## config.mk

```make
export PLATFORM = sky130hd
export DESIGN_NAME = nibble_entry_ctrl
export DESIGN_NICKNAME = d
export VERILOG_FILES = /design/src/rtl/entry_pkg.sv /design/src/rtl/btn_debounce.sv /design/src/rtl/nibble_entry_ctrl.sv
export SDC_FILE = /design/constraint.sdc
export NUM_CORES = 1
export LEC_CHECK = 0
export CAP_MARGIN = 20
export CORE_ASPECT_RATIO = 2
export CORE_MARGIN = 3
export CORE_UTILIZATION = 50
export CTS_CLUSTER_DIAMETER = 120
export DETAILED_ROUTE_END_ITERATION = 7
export PLACE_DENSITY_LB_ADDON = 0.12
export SYNTH_ARGS = -nofsm -noshare
export SYNTH_HDL_FRONTEND = slang
export SYNTH_SLANG_ARGS = --single-unit
export TNS_END_PERCENT = 30
```

## constraint.sdc

```tcl
create_clock -name clk -period 2.9 [get_ports clk]
set_input_delay 0.435 -clock clk [delete_from_list [all_inputs] [get_ports clk]]
set_output_delay 0.435 -clock clk [all_outputs]
set_load 0.005 [all_outputs]
```

## src/rtl/entry_pkg.sv

```systemverilog
// Shared types and constants for the nibble entry controller.
//   entry_state_t : sequencer state encoding
//   NIBBLES       : nibbles per register word
//   cnt_width()   : counter width needed to hold values 0..n-1 (min 1)
package entry_pkg;

  typedef enum logic [1:0] {IDLE, ENTRY, DONE} entry_state_t;

  localparam int NIBBLES = 4;
  localparam int NIB_W   = $clog2(NIBBLES);

  function automatic int cnt_width(input int n);
    return (n > 1) ? $clog2(n) : 1;
  endfunction

endpackage

```

## src/rtl/btn_debounce.sv

```systemverilog
// Pushbutton debouncer: 2-flop synchronizer followed by a stability counter.
//   clk, reset : clock, async active-high reset
//   btn_raw    : raw asynchronous button input
//   level      : debounced level, follows btn_raw after DEBOUNCE_CYCLES
//                consecutive equal synchronized samples
//   rise_p     : one-cycle pulse on a 0->1 change of level
module btn_debounce
  import entry_pkg::*;
#(
  parameter int DEBOUNCE_CYCLES = 100000
) (
  input  logic clk,
  input  logic reset,
  input  logic btn_raw,
  output logic level,
  output logic rise_p
);

  localparam int CW = cnt_width(DEBOUNCE_CYCLES);

  logic [1:0]    sync;
  logic [CW-1:0] cnt;

  always_ff @(posedge clk or posedge reset) begin
    if (reset) begin
      sync   <= '0;
      cnt    <= '0;
      level  <= 1'b0;
      rise_p <= 1'b0;
    end else begin
      sync   <= {sync[0], btn_raw};
      rise_p <= 1'b0;
      // Any sample agreeing with the current level restarts the count, so
      // only an unbroken run of opposite samples can flip the level.
      if (sync[1] == level) begin
        cnt <= '0;
      end else if (cnt == CW'(DEBOUNCE_CYCLES - 1)) begin
        cnt    <= '0;
        level  <= sync[1];
        rise_p <= sync[1];
      end else begin
        cnt <= cnt + CW'(1);
      end
    end
  end

endmodule

```

## src/rtl/nibble_entry_ctrl.sv

```systemverilog
// Sequencer/arbiter for the 16-bit nibble-loadable register. Shares the
// register between a pushbutton nibble-entry session and an external
// ready/valid whole-word loader; otherwise holds it via x_fb feedback.
//   btn_start/btn_next/btn_abort : raw pushbuttons (debounced here)
//   ext_valid/ext_data/ext_ready : external word load handshake
//   x_fb                         : current register value
//   check/sw/word_out            : register mode, nibble index, word input
//   busy/nib_idx/done/timeout    : session status
module nibble_entry_ctrl
  import entry_pkg::*;
#(
  parameter int DEBOUNCE_CYCLES = 100000,
  parameter int TIMEOUT_CYCLES  = 50000000
) (
  input  logic        clk,
  input  logic        reset,
  input  logic        btn_start,
  input  logic        btn_next,
  input  logic        btn_abort,
  input  logic        ext_valid,
  input  logic [15:0] ext_data,
  output logic        ext_ready,
  input  logic [15:0] x_fb,
  output logic        check,
  output logic [1:0]  sw,
  output logic [15:0] word_out,
  output logic        busy,
  output logic [1:0]  nib_idx,
  output logic        done,
  output logic        timeout
);

  localparam int TW = cnt_width(TIMEOUT_CYCLES);

  logic [2:0] btn_raw;
  logic [2:0] unused_level;
  logic [2:0] btn_p;
  logic       start_p, next_p, abort_p;

  assign btn_raw = {btn_abort, btn_next, btn_start};

  for (genvar i = 0; i < 3; i++) begin : g_db
    btn_debounce #(.DEBOUNCE_CYCLES(DEBOUNCE_CYCLES)) u_db (
      .clk     (clk),
      .reset   (reset),
      .btn_raw (btn_raw[i]),
      .level   (unused_level[i]),
      .rise_p  (btn_p[i])
    );
  end

  assign start_p = btn_p[0];
  assign next_p  = btn_p[1];
  assign abort_p = btn_p[2];

  entry_state_t  state, state_n;
  logic [1:0]    nib_n;
  logic [TW-1:0] tmo_cnt, tmo_n;

  always_ff @(posedge clk or posedge reset) begin
    if (reset) begin
      state   <= IDLE;
      nib_idx <= '0;
      tmo_cnt <= '0;
    end else begin
      state   <= state_n;
      nib_idx <= nib_n;
      tmo_cnt <= tmo_n;
    end
  end

  always_comb begin
    state_n   = state;
    nib_n     = nib_idx;
    tmo_n     = tmo_cnt;
    check     = 1'b0;
    sw        = nib_idx;
    word_out  = x_fb;       // feedback holds the register
    busy      = 1'b0;
    done      = 1'b0;
    timeout   = 1'b0;
    ext_ready = 1'b0;
    case (state)
      IDLE: begin
        // External load wins; a coincident start is dropped.
        if (ext_valid) begin
          ext_ready = 1'b1;
          word_out  = ext_data;
        end else if (start_p) begin
          state_n = ENTRY;
          nib_n   = '0;
          tmo_n   = '0;
        end
      end
      ENTRY: begin
        busy = 1'b1;
        if (abort_p) begin
          state_n = IDLE;
        end else if (next_p) begin
          check = 1'b1;
          tmo_n = '0;
          if (nib_idx == 2'(NIBBLES - 1)) state_n = DONE;
          else                            nib_n   = nib_idx + 2'd1;
        end else if (tmo_cnt == TW'(TIMEOUT_CYCLES - 1)) begin
          timeout = 1'b1;
          state_n = IDLE;
        end else begin
          tmo_n = tmo_cnt + TW'(1);
        end
      end
      DONE: begin
        done    = 1'b1;
        nib_n   = '0;
        state_n = IDLE;
      end
      default: state_n = IDLE;
    endcase
  end

endmodule
```

== Yosys cells after proc, flatten, opt, wreduce, memory -nomap -nowiden ==
Cells that the tools add are included.
Cells by class
  add/subtract/negate cells: 5
  equality and inequality tests: 18
  mux-type cells: 44
  bitwise logic cells: 3
  reductions and logical operators: 9
Operator list (number)
  two-way mux 26 bit: 5
  two-way mux 17 bit: 6
  one-hot mux 26 bit (2 select lines): 1
  adder 17 x 1 -> 17 bit (second input constant): 3
  equality test 17 bit (second input constant): 3
  two-way mux 16 bit: 2
  adder 26 x 1 -> 26 bit (second input constant): 1
  equality test 26 bit (second input constant): 1
  two-way mux 2 bit: 11
  two-way mux 1 bit: 17
  inequality test 2 bit (second input constant): 3
  one-hot mux 2 bit (3 select lines): 1
  AND reduction 2 bit: 3
  AND reduction 6 bit: 1
  AND reduction 5 bit: 1
  equality test 2 bit (second input constant): 2
  inequality test 2 x 1 -> 1 bit (second input constant): 2
  inequality test 4 x 2 -> 1 bit (second input constant): 1
  inequality test 4 x 3 -> 1 bit (second input constant): 1
  one-hot mux 2 bit (2 select lines): 1
  AND reduction 4 bit: 1
  equality test 1 bit: 3
  inequality test 3 x 2 -> 1 bit (second input constant): 1
  inverter 1 bit: 3
  5 further kinds: 5
Word-level totals
  bits in registers: 93
  input port bits: 38
  output and inout port bits: 25
  word-level logic and storage cells: 94

== Depth between registers and ports, before layout ==
  depth in word-level cells: 5
  gate-level depth with buffers: 7
  gate-level depth less buffers: 6

== Hierarchy ==
Synthesis repeated with hierarchy kept, for this count alone.
Unflattened totals
  cell total of the unflattened synthesis: 510
  area, all modules: 5147.4 um^2
Modules (own cells, without submodules)
  btn_debounce: instances 3, cells an instance 94, area each 1029.7 um^2, seq. area each 525.5 um^2
  nibble_entry_ctrl: instances 1, cells an instance 228, area each 2058.2 um^2, seq. area each 750.7 um^2

== Least setup slack after synthesis ==
OpenSTA, ideal clock, no wires.
  path kind: reg-to-output
  start: reg state[0]
  end: out word_out[10]
  data arrival time: 1.574 ns
  required time: 2.465 ns
  path slack: 0.891 ns
  cell stages (with the launch flop): 5
  path buffers: 2
  cell sequence: dfrtp_1 -> buf_2 -> nor3_2 -> buf_2 -> mux2_2
On the way
  longest elaborated chain between the ends: 2
RTL lines
  start, declared: line nibble_entry_ctrl.sv:56  | entry_state_t state, state_n;
  start signal, assigned: line nibble_entry_ctrl.sv:66  | state <= state_n;
  logical NOT 2 bit: line nibble_entry_ctrl.sv:83  | case (state)
  two-way mux 16 bit: line nibble_entry_ctrl.sv:83
  end, declared: line nibble_entry_ctrl.sv:26  | output logic [15:0] word_out,
No other way between the ends.

== Worst setup path in the final report ==
  start: reg tmo_cnt[0]
  end: out timeout
On the way
  longest elaborated chain between the ends: 5
RTL lines
  start, declared: line nibble_entry_ctrl.sv:58  | logic [TW-1:0] tmo_cnt, tmo_n;
  start signal, assigned: line nibble_entry_ctrl.sv:68  | tmo_cnt <= tmo_n;
  equality test 26 bit: line nibble_entry_ctrl.sv:104  | end else if (tmo_cnt == TW'(TIMEOUT_CYCLES - 1)) begin
  two-way mux 1 bit: line nibble_entry_ctrl.sv:104
  two-way mux 1 bit: line nibble_entry_ctrl.sv:99  | end else if (next_p) begin
  two-way mux 1 bit: line nibble_entry_ctrl.sv:97  | if (abort_p) begin
  two-way mux 1 bit: line nibble_entry_ctrl.sv:83
  end, declared: line nibble_entry_ctrl.sv:30  | output logic timeout
No other way between the ends.

==> qor.yml <==
final_layout:
  final_nets: 592
  drive_gt1_share_pct: 9.21
  area_growth_syn_to_layout_pct: 21.3
  fillers: 798
  finalNonFillerCells: 656
  final_core_util_pct: 63.2
  n_antenna_cell: 0
yosys:
  netlist_area_um2: 4760
  syn_nets: 530
  ys.warnings.count: 0
  synth_cell_type_count: 47
  syn_inst: 487
  async_flop_share_pct: 100
  synth_area_per_cell_um2: 9.78
  ys.flop_type: "dfrtp_1"
  ys_ff_latch: 93
  synth_edf_count: 0
  ys_seq_area_share_pct: 48.9
power:
  combPwrFrac_pct: 5.6
  p_leak_nw: 2.42
  power.share.sequential_pct: 50.0
  clkPwrFrac_pct: 44.4
  switching_share_pct: 21.2
  power_switching_mw: 0.561
  internal_power_mw: 2.09
  peakVddDrop_uv: 424
  powerDensity_nw_per_um2: 459
sta:
  final-max-slew-violation-count: 0
  skew_ps: 5.63
  finalSetupTns_ps: 0
  fin_crit_ps: 2690
  relSlewSlack_pct: 40.5
  tightest_slew_ps: 886
  fin_ws_ps: 215
  hold_viol: 0
  hold_ws_ps: 347
  max_freq_ghz: 0.372
  setup_viol: 0
  rsz0062_at_grt: "no"
  post-route-period-util_pct: 92.6
critical_path:
  critPathBufInv: 1
  cpPeakStageDelay_ps: 520
  r2r_start: "tmo_cnt[0]"
  r2r_end: "tmo_cnt[19]"
  cp.required_ps: 2470
  crit_end: "timeout"
  worstPathMaxFanout: 6
  end_kind: "output pin"
  path_cells: "ha_1 -> nand3_1 -> nor2_1 -> nand3_1 -> nor2_1 -> clkdlybuf4s50_1"
  cp.depth: 6
  startpoint_type: "flip-flop"
  crit_start: "tmo_cnt[0]"
  slowest_stage: "clkdlybuf4s50_1"
  r2r_cells: 6
  crit_family: "simple AND/OR/NAND/NOR gates"
  r2r_slack_ps: 790
  worstPathArrival_ps: 2250
  worst-setup-path-type: "reg2out"
clocking:
  cts_resized: 0
  postCtsSetupBuffers: 0
  ctsHtreeMaxLevel: 3
  ctsHoldBuffers: 0
  cts_tree: "done"
  cts_buffers: 9
  clk_latency_ps: 340
  ctsLongestPathBuffers: 2
  clock-root-buffer: "clkbuf_16"
  clkTransAtPathRegs_ps: 70
  numClockSinks: 93
route:
  drtIter0Drc: 176
  finalWirelength_um: 10600
  firstDrtPassIters: 4
  route.vias.total: 3899
  drc: 0
  viasPerCell: 5.94
  ant_nets: 0
  post_drt_wl_per_cell_um: 16.2
global_route:
  grt_max_degree: 43
  grt_overflow: 0
  grt_pass1_wl_um: 17900
  grt_pass1_vias: 3972
  grt_antenna_before_repair: 0
  grt_usage_pct: 21.1
flow_run:
  cap_violations: 0
hold_path:
  hp-class: "reg2reg"
floorplanning:
  start_util_pct: 52.1
  core_area_um2: 9140
  fp-row-count: 49
  dieArea_um2: 10800
  fp.dieW_um: 75
  dieHeight_um: 144
  ios: 63
outcome:
  status: "finished clean"
placement:
  place_congestion: 0.829
  dpl.cell_count: 640
  port-buffer-count: 62
  dp_hpwl_um: 7410
  dp_slack_ps: 262
==> metrics by stage <==
step | power [mW] | instance area (um2)
after floorplan | 1.41 | 4760
after global placement | 1.49 | 5480
after detailed placement | 1.50 | 5480
after CTS | 2.67 | 5770
after global routing | 2.73 | 5770
final | 2.65 | 5770
==> sequential cells by signal, indices dropped and copies added, names as in the netlist <==
register          flops
nib_idx               2
g_db.u_db.sync        6
g_db.u_db.cnt        51
g_db.u_db.rise_p      3
g_db.u_db.level       3
tmo_cnt              26
state                 2
==> cells in the final DEF, fill, tap and decap left out, types with 8 or more instances in the layout <==
master,synthesis,final
nand4_1,18,18
nand2_1,42,42
inv_1,9,8
clkbuf_16,0,9
xor2_1,32,32
dfrtp_1,93,93
o21ai_0,37,37
nor3_1,14,14
mux2_2,19,19
and3_1,12,12
clkdlybuf4s50_1,0,62
xnor2_1,17,17
a21oi_1,8,8
nand3_1,28,28
nor2_1,65,65
==> layer usage <==
metal | wire length (um) | share of wire, % | vias to the layer above | global-route usage [%]
li1 | - | - | 1847 | -
met1 | 4010 | 38 | 1937 | 23.6
met2 | 5840 | 55 | 99 | 38.3
met3 | 581 | 5.5 | 16 | 3.83
met4 | 166 | 1.6 | 0 | 7.88
met5 | 0 | 0 | - | 0
==> power groups by stage <==
stage	logic (mW)	registers, mW	clock network (mW)
3_3_place_gp	0.147	1.35	0
3_5_place_dp	0.151	1.35	0
5_1_grt	0.165	1.33	1.24
6_report	0.147	1.32	1.18
4_1_cts	0.152	1.32	1.20
2_1_floorplan	0.0598	1.35	0
==> worst reg2reg max path, stage by stage (launching register included) <==
cell and delay (ps):
dfrtp_1 400, nand4_1 190, nor4_1 710, buf_4 280, a41oi_1 130, o21ai_0 180, o41ai_1 100
==> synthesized netlist by cell type, drive strengths merged (7+ instances only) <==
master	number	area share [%]
o21ai	37	3.9
xor2	32	5.9
xnor2	17	3.1
dfrtp	93	49
mux2	20	4.8
a21oi	9	1.2
nor4	7	1.1
and2	7	0.92
and3	13	1.7
nor2	65	5.1
and4	8	1.5
nand3	28	2.9
inv	9	0.71
nor3	15	1.7
nand2	43	3.4
buf	12	1.8
nand4	19	2.6
==> how the worst min path moves through the flow <==
stage | from | to | slack (ps) | depth (start not counted)
3_5_place_dp | g_db[2].u_db.sync[0] | g_db[2].u_db.sync[1] | 330 | 0
4_1_cts | g_db[2].u_db.sync[0] | g_db[2].u_db.sync[1] | 350 | 0
6_report | g_db[2].u_db.sync[0] | g_db[2].u_db.sync[1] | 350 | 0
3_3_place_gp | g_db[1].u_db.sync[0] | g_db[1].u_db.sync[1] | 330 | 0
5_1_grt | g_db[0].u_db.sync[0] | g_db[0].u_db.sync[1] | 370 | 0
2_1_floorplan | g_db[0].u_db.sync[0] | g_db[0].u_db.sync[1] | 330 | 0
==> cell families after synthesis <==
| family | Yosys count | synth area share [%] |
|---|---|---|
| mux | 20 | 4.81 |
| flops | 93 | 48.9 |
| fa+ha+maj | 5 | 1.31 |
| compound gates | 70 | 9.04 |
| xor+xnor | 49 | 9.01 |
| buf+inv | 27 | 2.97 |
| simple gates | 223 | 24.0 |
==> final cells by class <==
type / count / area [um2] / area share (%)
flip-flops and latches: 93 / 2330 / 40.3
multi-input cells: 367 / 2290 / 39.7
repair buffers: 69 / 698 / 12.1
clock buffers: 12 / 246 / 4.27
well taps: 102 / 128 / 2.21
clock inverters: 4 / 47.5 / 0.823
inverters: 9 / 35.0 / 0.607
Note: power is estimated with default switching activity, not from simulation.
